<file path="src/rtl/bitmanip_pkg.sv">
// Shared bitmanip definitions: FSM state encoding, legal XLEN values and the
// single-stage GREV/GORC reference used by the iterative permutation units.
package bitmanip_pkg;

  typedef enum logic [1:0] {
    IDLE = 2'd0,
    RUN  = 2'd1,
    DONE = 2'd2
  } state_t;

  localparam int XLEN_LEGAL_A = 32;
  localparam int XLEN_LEGAL_B = 64;
  localparam int XLEN_MAX     = 64;

  function automatic logic xlen_ok(input int xlen);
    xlen_ok = (xlen == XLEN_LEGAL_A) || (xlen == XLEN_LEGAL_B);
  endfunction

  // One butterfly stage k: swap bits at distance 2^k, OR-ing in the original
  // bits when orc is set. Operands narrower than XLEN_MAX are zero-extended;
  // swaps never cross into the padding because k < log2(width).
  function automatic logic [XLEN_MAX-1:0] grev_stage(
    input logic [XLEN_MAX-1:0] x,
    input int                  k,
    input logic                en,
    input logic                orc
  );
    logic [XLEN_MAX-1:0] sw;
    for (int i = 0; i < XLEN_MAX; i++) begin
      sw[i] = x[i ^ (32'sd1 << k)];
    end
    grev_stage = en ? (orc ? (x | sw) : sw) : x;
  endfunction

endpackage

</file>
<file path="src/rtl/iter_grev_stage.sv">
// Combinational slice of the iterative GREV: applies up to SPC consecutive
// butterfly stages starting at stage index cnt_i*SPC, skipping stages >= LOG2.
module iter_grev_stage
  import bitmanip_pkg::*;
#(
  parameter int XLEN  = 32,
  parameter int SPC   = 1,
  parameter int CNT_W = 1,
  parameter int LOG2  = $clog2(XLEN)
) (
  input  logic [XLEN-1:0]  data_i,
  input  logic [LOG2-1:0]  ctrl_i,
  input  logic [CNT_W-1:0] cnt_i,
  input  logic             orc_i,
  output logic [XLEN-1:0]  data_o
);

  logic [XLEN-1:0] x_s;

  // Chain the selected stages in ascending order; at most one s matches each j.
  always_comb begin
    x_s = data_i;
    for (int j = 0; j < SPC; j++) begin
      for (int s = 0; s < LOG2; s++) begin
        x_s = XLEN'(grev_stage(64'(x_s), s,
                               ((int'(cnt_i) * SPC + j) == s) && ctrl_i[s],
                               orc_i));
      end
    end
  end

  assign data_o = x_s;

endmodule

</file>
<file path="src/rtl/iter_grev.sv">
// Iterative GREV unit with valid/ready handshake, SPC stages per cycle.
// Optional GORC support is compiled in with `define ITER_GREV_GORC_EN.
module iter_grev
  import bitmanip_pkg::*;
#(
  parameter  int XLEN = 32,
  parameter  int SPC  = 1,
  localparam int LOG2 = $clog2(XLEN)
) (
  input  logic            clock,
  input  logic            reset,
  input  logic            in_valid,
  output logic            in_ready,
  input  logic            in_op,
  input  logic [XLEN-1:0] in_rs1,
  input  logic [LOG2-1:0] in_rs2,
  output logic            out_valid,
  input  logic            out_ready,
  output logic [XLEN-1:0] out_rd,
  output logic            busy
);

  localparam int NCYC  = (LOG2 + SPC - 1) / SPC;
  localparam int CNT_W = (NCYC > 1) ? $clog2(NCYC) : 1;
  localparam logic [CNT_W-1:0] CNT_LAST = CNT_W'(NCYC - 1);

  if (!xlen_ok(XLEN) || (SPC < 1) || (SPC > LOG2)) begin : g_param_check
    $error("iter_grev: illegal XLEN/SPC combination");
  end

  state_t           state_q, state_d;
  logic [CNT_W-1:0] cnt_q, cnt_d;
  logic [XLEN-1:0]  data_q, data_d;
  logic [LOG2-1:0]  ctrl_q, ctrl_d;
  logic [XLEN-1:0]  rd_q, rd_d;
  logic [XLEN-1:0]  stage_s;
  logic             accept_s;
  logic             load_s;
  logic             orc_s;

  assign in_ready  = (state_q == IDLE) || ((state_q == DONE) && out_ready);
  assign accept_s  = in_valid && in_ready;
  assign out_valid = (state_q == DONE);
  assign busy      = (state_q == RUN);
  assign out_rd    = rd_q;

`ifdef ITER_GREV_GORC_EN
  logic op_q, op_d;

  assign op_d  = load_s ? in_op : op_q;
  assign orc_s = op_q;

  // Operation select is captured together with the operands.
  always_ff @(posedge clock) begin
    if (reset) begin
      op_q <= 1'b0;
    end else begin
      op_q <= op_d;
    end
  end
`else
  logic op_unused;

  assign op_unused = in_op;
  assign orc_s     = 1'b0;
`endif

  iter_grev_stage #(
    .XLEN  (XLEN),
    .SPC   (SPC),
    .CNT_W (CNT_W)
  ) u_stage (
    .data_i (data_q),
    .ctrl_i (ctrl_q),
    .cnt_i  (cnt_q),
    .orc_i  (orc_s),
    .data_o (stage_s)
  );

  // Next-state logic; out_rd is only loaded on the final RUN cycle.
  always_comb begin
    state_d = state_q;
    cnt_d   = cnt_q;
    data_d  = data_q;
    ctrl_d  = ctrl_q;
    rd_d    = rd_q;
    load_s  = 1'b0;
    case (state_q)
      IDLE: begin
        if (accept_s) begin
          load_s  = 1'b1;
          data_d  = in_rs1;
          ctrl_d  = in_rs2;
          cnt_d   = '0;
          state_d = RUN;
        end else begin
          state_d = IDLE;
        end
      end
      RUN: begin
        data_d = stage_s;
        if (cnt_q == CNT_LAST) begin
          rd_d    = stage_s;
          cnt_d   = '0;
          state_d = DONE;
        end else begin
          cnt_d   = cnt_q + CNT_W'(1);
          state_d = RUN;
        end
      end
      DONE: begin
        if (accept_s) begin
          load_s  = 1'b1;
          data_d  = in_rs1;
          ctrl_d  = in_rs2;
          cnt_d   = '0;
          state_d = RUN;
        end else if (out_ready) begin
          state_d = IDLE;
        end else begin
          state_d = DONE;
        end
      end
      default: begin
        state_d = IDLE;
      end
    endcase
  end

  // State, counter and datapath registers; reset drops any operation in flight.
  always_ff @(posedge clock) begin
    if (reset) begin
      state_q <= IDLE;
      cnt_q   <= '0;
      data_q  <= '0;
      ctrl_q  <= '0;
      rd_q    <= '0;
    end else begin
      state_q <= state_d;
      cnt_q   <= cnt_d;
      data_q  <= data_d;
      ctrl_q  <= ctrl_d;
      rd_q    <= rd_d;
    end
  end

endmodule

</file>
<file path="config.mk">
export PLATFORM = sky130hd
export DESIGN_NAME = iter_grev
export DESIGN_NICKNAME = d
export VERILOG_FILES = /design/src/rtl/bitmanip_pkg.sv /design/src/rtl/iter_grev_stage.sv /design/src/rtl/iter_grev.sv
export SDC_FILE = /design/constraint.sdc
export NUM_CORES = 1
export LEC_CHECK = 0
export CELL_PAD_IN_SITES_DETAIL_PLACEMENT = 0
export CELL_PAD_IN_SITES_GLOBAL_PLACEMENT = 2
export CORE_MARGIN = 3
export CORE_UTILIZATION = 39
export CTS_BUF_LIST = sky130_fd_sc_hd__clkbuf_8
export DETAILED_ROUTE_END_ITERATION = 16
export DONT_BUFFER_PORTS = 1
export MAX_ROUTING_LAYER = met4
export PLACE_DENSITY_LB_ADDON = 0.1
export SLEW_MARGIN = 20
export SYNTH_ARGS = -nofsm -noshare
export SYNTH_HDL_FRONTEND = slang
export SYNTH_HIERARCHICAL = 1
export SYNTH_SLANG_ARGS = --single-unit
</file>
<file path="constraint.sdc">
create_clock -name clock -period 3.1 [get_ports clock]
set_clock_uncertainty 0.1 [all_clocks]
set_input_delay 0.31 -clock clock [delete_from_list [all_inputs] [get_ports clock]]
set_output_delay 0.31 -clock clock [all_outputs]
set_load 0.01 [all_outputs]
</file>
# After elaboration in Yosys (flattened, before gate mapping)
# Index checks and enable logic that the tools add are counted.
# Widths: inputs -> output; s select.
# word_totals
output_inout_bits	35
inputBits	42
regBits	74
elab_cells	44
# op_classes
n_eq_ne	8
n_addsub	1
n_mux	15
n_reduce_logical	15
# op_table
op	count
$mux 32	6
$pmux 32 s2	1
$logic_not 32->1	1
$eq 3x3->1 const B	4
$logic_and 1x1->1	7
$mux 2	3
$mux 3	2
$pmux 2 s3	1
$pmux 3 s2	1
$reduce_and 2->1	3
$add 3x1->3 const B	1
$eq 3x2->1 const B	1
$eq 2x1->1 const B	1
$eq 2x2->1 const B	1
$logic_not 2->1	1
$ne 2x1->1 const B	1
$reduce_bool 2->1	1
$reduce_or 2->1	1
$logic_or 1x1->1	1
$mux 1	1

# Longest topological paths before layout
# logic_depth
depth_word	8
ltp_mapped	12
mapped_depth_nobuf	9

# Cells and area by module
# The synthesis kept the hierarchy.
# modules_own_cells
module	area_per_inst_um2	n_inst	seq_area_each_um2	cells_per_inst
iter_grev	3558.4	1	1481.4	379
iter_grev_stage	1999.4	1	0.0	315

# Least setup slack after synthesis
# Ideal clock, no wire load.
# synth_timing
path_kind	flip-flop to flip-flop
start	reg cnt_q[2]
end	reg data_q[29]
setup_ns	0.146
arrival_ns	2.597
path_stages_with_launch	12
required_time_ns	2.854
n_path_buf	2
path_slack_ns	0.257
synth_period_minus_slack_ns	2.843
cell_sequence	dfxtp_1 -> buf_2 -> or4b_1 -> buf_6 -> o21ai_0 -> nand3_1 -> a221oi_1 -> a311o_1 -> o221ai_1 -> mux2_2 -> a211oi_1 -> a211oi_2
# synth_between
elab_chain_len	8
elab_cells_between_ends	16
cone_classes	4 x eq/ne; 6 x mux; 6 x reduce/logical
# synth_rtl
element	line_no	text
start, declared	iter_grev.sv:32	logic [CNT_W-1:0] cnt_q, cnt_d;
start signal, assigned	iter_grev.sv:140	cnt_q <= cnt_d;
$logic_not 32->1	iter_grev_stage.sv:26	((int'(cnt_i) * SPC + j) == s) && ctrl_i[s],
$logic_and 1x1->1	iter_grev_stage.sv:26	
$mux 32 (4 in series)	bitmanip_pkg.sv:32	grev_stage = en ? (orc ? (x | sw) : sw) : x;
$mux 32 (*)	bitmanip_pkg.sv:32	
net stage_s[29]	iter_grev.sv:36	logic [XLEN-1:0] stage_s;
$pmux 32 s2 (*)	iter_grev.sv:88	case (state_q)
end signal, assigned	iter_grev.sv:141	data_q <= data_d;
end, declared	iter_grev.sv:33	logic [XLEN-1:0] data_q, data_d;
# Mark *: on every way through the listed nets, which the timed path passes. The rest lies on a longest branch.
# A chain may end at the register's enable or synchronous reset.

# Worst setup path in the final report
# layout_timing
start	reg cnt_q[0]
end	reg data_q[22]
# Same word-level chain as after synthesis.

==> results.toml <==
[sta]
setup_slack_ns = 0.0567
setup_viol = 0
rsz0062_at_grt = "true"
slew-limit-headroom_pct = 49.4
finalMaxSlewViolations = 0
post-route-period-util_pct = 98.2
max_freq_mhz = 329
hold_ws_ns = 0.0167
tightest_slew_ns = 0.750
period_needed_ns = 3.04
hold_viol = 0

[logic_synthesis]
ys_ff_latch = 74
synth_top_family_by_area = "compound AO/OA/AOI/OAI gates"
synthTopCellsByCount = "nand2_1, a21oi_1, dfxtp_1"
avgSynthCellArea_um2 = 8.01
synthMuxAreaShare_pct = 10.1
yosys-top-cells-area = "dfxtp_1, a211oi_2, a21oi_1"
ys.flop_type = "dfxtp_1"
yosysUniqueCellTypes = 69
ys_warn_count = 6
synth_edf_count = 0
synth-compound-area-share_pct = 39.5
synth_seq_area_share_pct = 26.7
synth_fa_ha_area_share_pct = 0.450
yosys.area_share.simple_pct = 14.4
async_flop_share_pct = 0
syn_area_um2 = 5560
netlist.area_leader.share_pct = 26.7
yosys.area.top_type = "dfxtp_1"
synth.most_common_cell = "nand2_1"
synth_xor_area_share_pct = 0
syn-instance-count = 694

[cells_and_area]
drive_above_1_share_pct = 28.0
final_nets = 765
final_util_pct = 47.8
area_delta_synth_final_pct = 17.0

[worst_setup_path]
slowest_stage = "nor4b_4"
path_cells = "buf_6, nor4b_4, buf_4, buf_6, mux2i_2, o22ai_1, a21o_1, a2bb2oi_1, o221ai_1, mux2_2, a211oi_1, a211oi_2"
slowest_delay_ns = 0.45
path_buf_inv = 3
cp_top_family = "compound AO/OA/AOI/OAI gates"
start_kind = "flip-flop"
worstPathArrival_ns = 3.18
crit_top_cell = "buf_6"
required_ns = 3.24
path_class = "flip-flop to flip-flop"
cp-end-kind = "flip-flop"
cp_max_fo = 12

[global_routing]
antenna_found_initial = 1
grt_usage_pct = 25.5
grt_pass1_vias = 5369
grt_pass1_wl_mm = 30.9
top_usage_layer = "met1"
grt_use_met2_pct = 36.8
grt_max_degree = 70
met3_usage_pct = 4.14
use_met1_pct = 37.2
overflow = 0

[clock_tree]
clk_pin_slew_ns = 0.09
cts_tree = "done"
htreeDepth = 3
insertion_delay_ns = 0.37
numClockSinks = 74
cts_max_path_buffers = 2
cts_root_buf = "clkbuf_8"
cts-buffers-inserted = 9

[placed_design]
pre_cts_slack_ns = -0.0647
io_buffers = 0
dp_hpwl_mm = 14.7
place_congestion = 0.970

[route]
vias = 5706
postRouteAntennaNets = 0
routed_wl_mm = 21.1
via_per_inst = 6.33
drt_iter0_drc = 548
drc_errors = 0
wire_per_inst_um = 23.4
drt_first_pass_iters = 6

[pwr]
powerDensity_nw_per_um2 = 426
peakVddDrop_mv = 0.217
p_leak_nw = 2.30

[floorplan]
die_h_um = 125
rows = 42
io_pins = 77
initial_core_util_pct = 40.8
dieWidth_um = 125
core_um2 = 13600
die-area_um2 = 15700

[job]
maxCapViolations = 0

[status]
status = "complete, no violations"

[hold_path]
worstHoldPathType = "input pin to flip-flop"
[layout by cell type, fill, tap and decap left out, types with 5 or more instances in the layout]
cell type	Yosys	layout
a211oi_1	33	22
a211oi_2	36	44
a21o_1	5	5
a21oi_1	85	81
a221o_1	6	6
a22o_1	7	6
a22oi_1	10	9
a2bb2oi_1	6	6
a31oi_1	6	6
buf_4	1	64
buf_6	7	5
clkbuf_8	0	9
conb_1	1	6
dfxtp_1	74	73
inv_1	39	39
mux2_1	7	7
mux2_2	25	24
mux2i_1	18	14
nand2_1	106	105
nand2b_1	13	13
nand3_1	8	8
nor2_1	17	16
o211ai_1	10	10
o21a_1	5	5
o21ai_0	14	10
o21ai_2	2	6
o221ai_1	16	8
o221ai_2	0	8
o22ai_1	20	20
[what timing repair did]
action,4_1_cts,5_1_grt
gates cloned,0,3
hold buffers,5,0
pin swaps,0,12
gates resized for setup,2,47
setup buffers,0,10
endpoints found under the setup margin,3,26
endpoints found under the hold margin,73,0
[state kept, by name, summed over array words and instances, names as in the netlist]
register,count
out_rd,32
ctrl_q,5
cnt_q,3
state_q,2
data_q,32
[path summary, 6_finish.rpt]
path                   start          to  slack (ns)  cells past startpoint
setup / recovery    cnt_q[0]  data_q[22]        0.06                     12
hold / removal     in_rs2[0]   ctrl_q[0]        0.02                      2
hold reg to reg   data_q[24]  data_q[24]        0.38                      2
setup reg to reg    cnt_q[0]  data_q[22]        0.06                     12
[metal layers]
layer | up-vias | share of wire [%]
li1 | 2646 | -
met1 | 2785 | 49
met2 | 245 | 43
met3 | 30 | 6.5
met4 | 0 | 1.7
met5 | - | 0
[stage by stage]
step,cells,power (W),instance area (um2),TNS (ns)
after CTS,888,0.00266,6190,0
after floorplan,699,0.00167,5580,0
final,902,0.00277,6500,0
after detailed placement,868,0.00195,5940,-0.0647
after global placement,868,0.00195,5940,0
after global routing,902,0.00289,6500,-0.492
[cells by family (layout without fill, tap and decap cells)]
family | Yosys count | count (layout)
muxes | 51 | 51
and+or+nand+nor | 168 | 168
other | 1 | 7
adders and majority gates | 2 | 2
AOI/OAI and AO/OA | 292 | 292
buffers and inverters | 106 | 132
DFF | 74 | 74
[where the power goes]
group / leakage, nW / internal [W] / switching, W
Sequential: 0.606 / 0.00100 / 0.0000890
Clock: 0.0855 / 0.000288 / 0.000394
Combinational: 1.61 / 0.000436 / 0.000561
[layout make-up]
type	count	area, um2
tap	176	220
fill	1356	7110
sequential	74	1480
timing repair buffer	77	669
multi-input combinational	519	3810
antenna	1	2.50
clock buffer	9	124
inverter	40	150
clock inverter	6	43.8
Power figures use the tool's default switching activity.
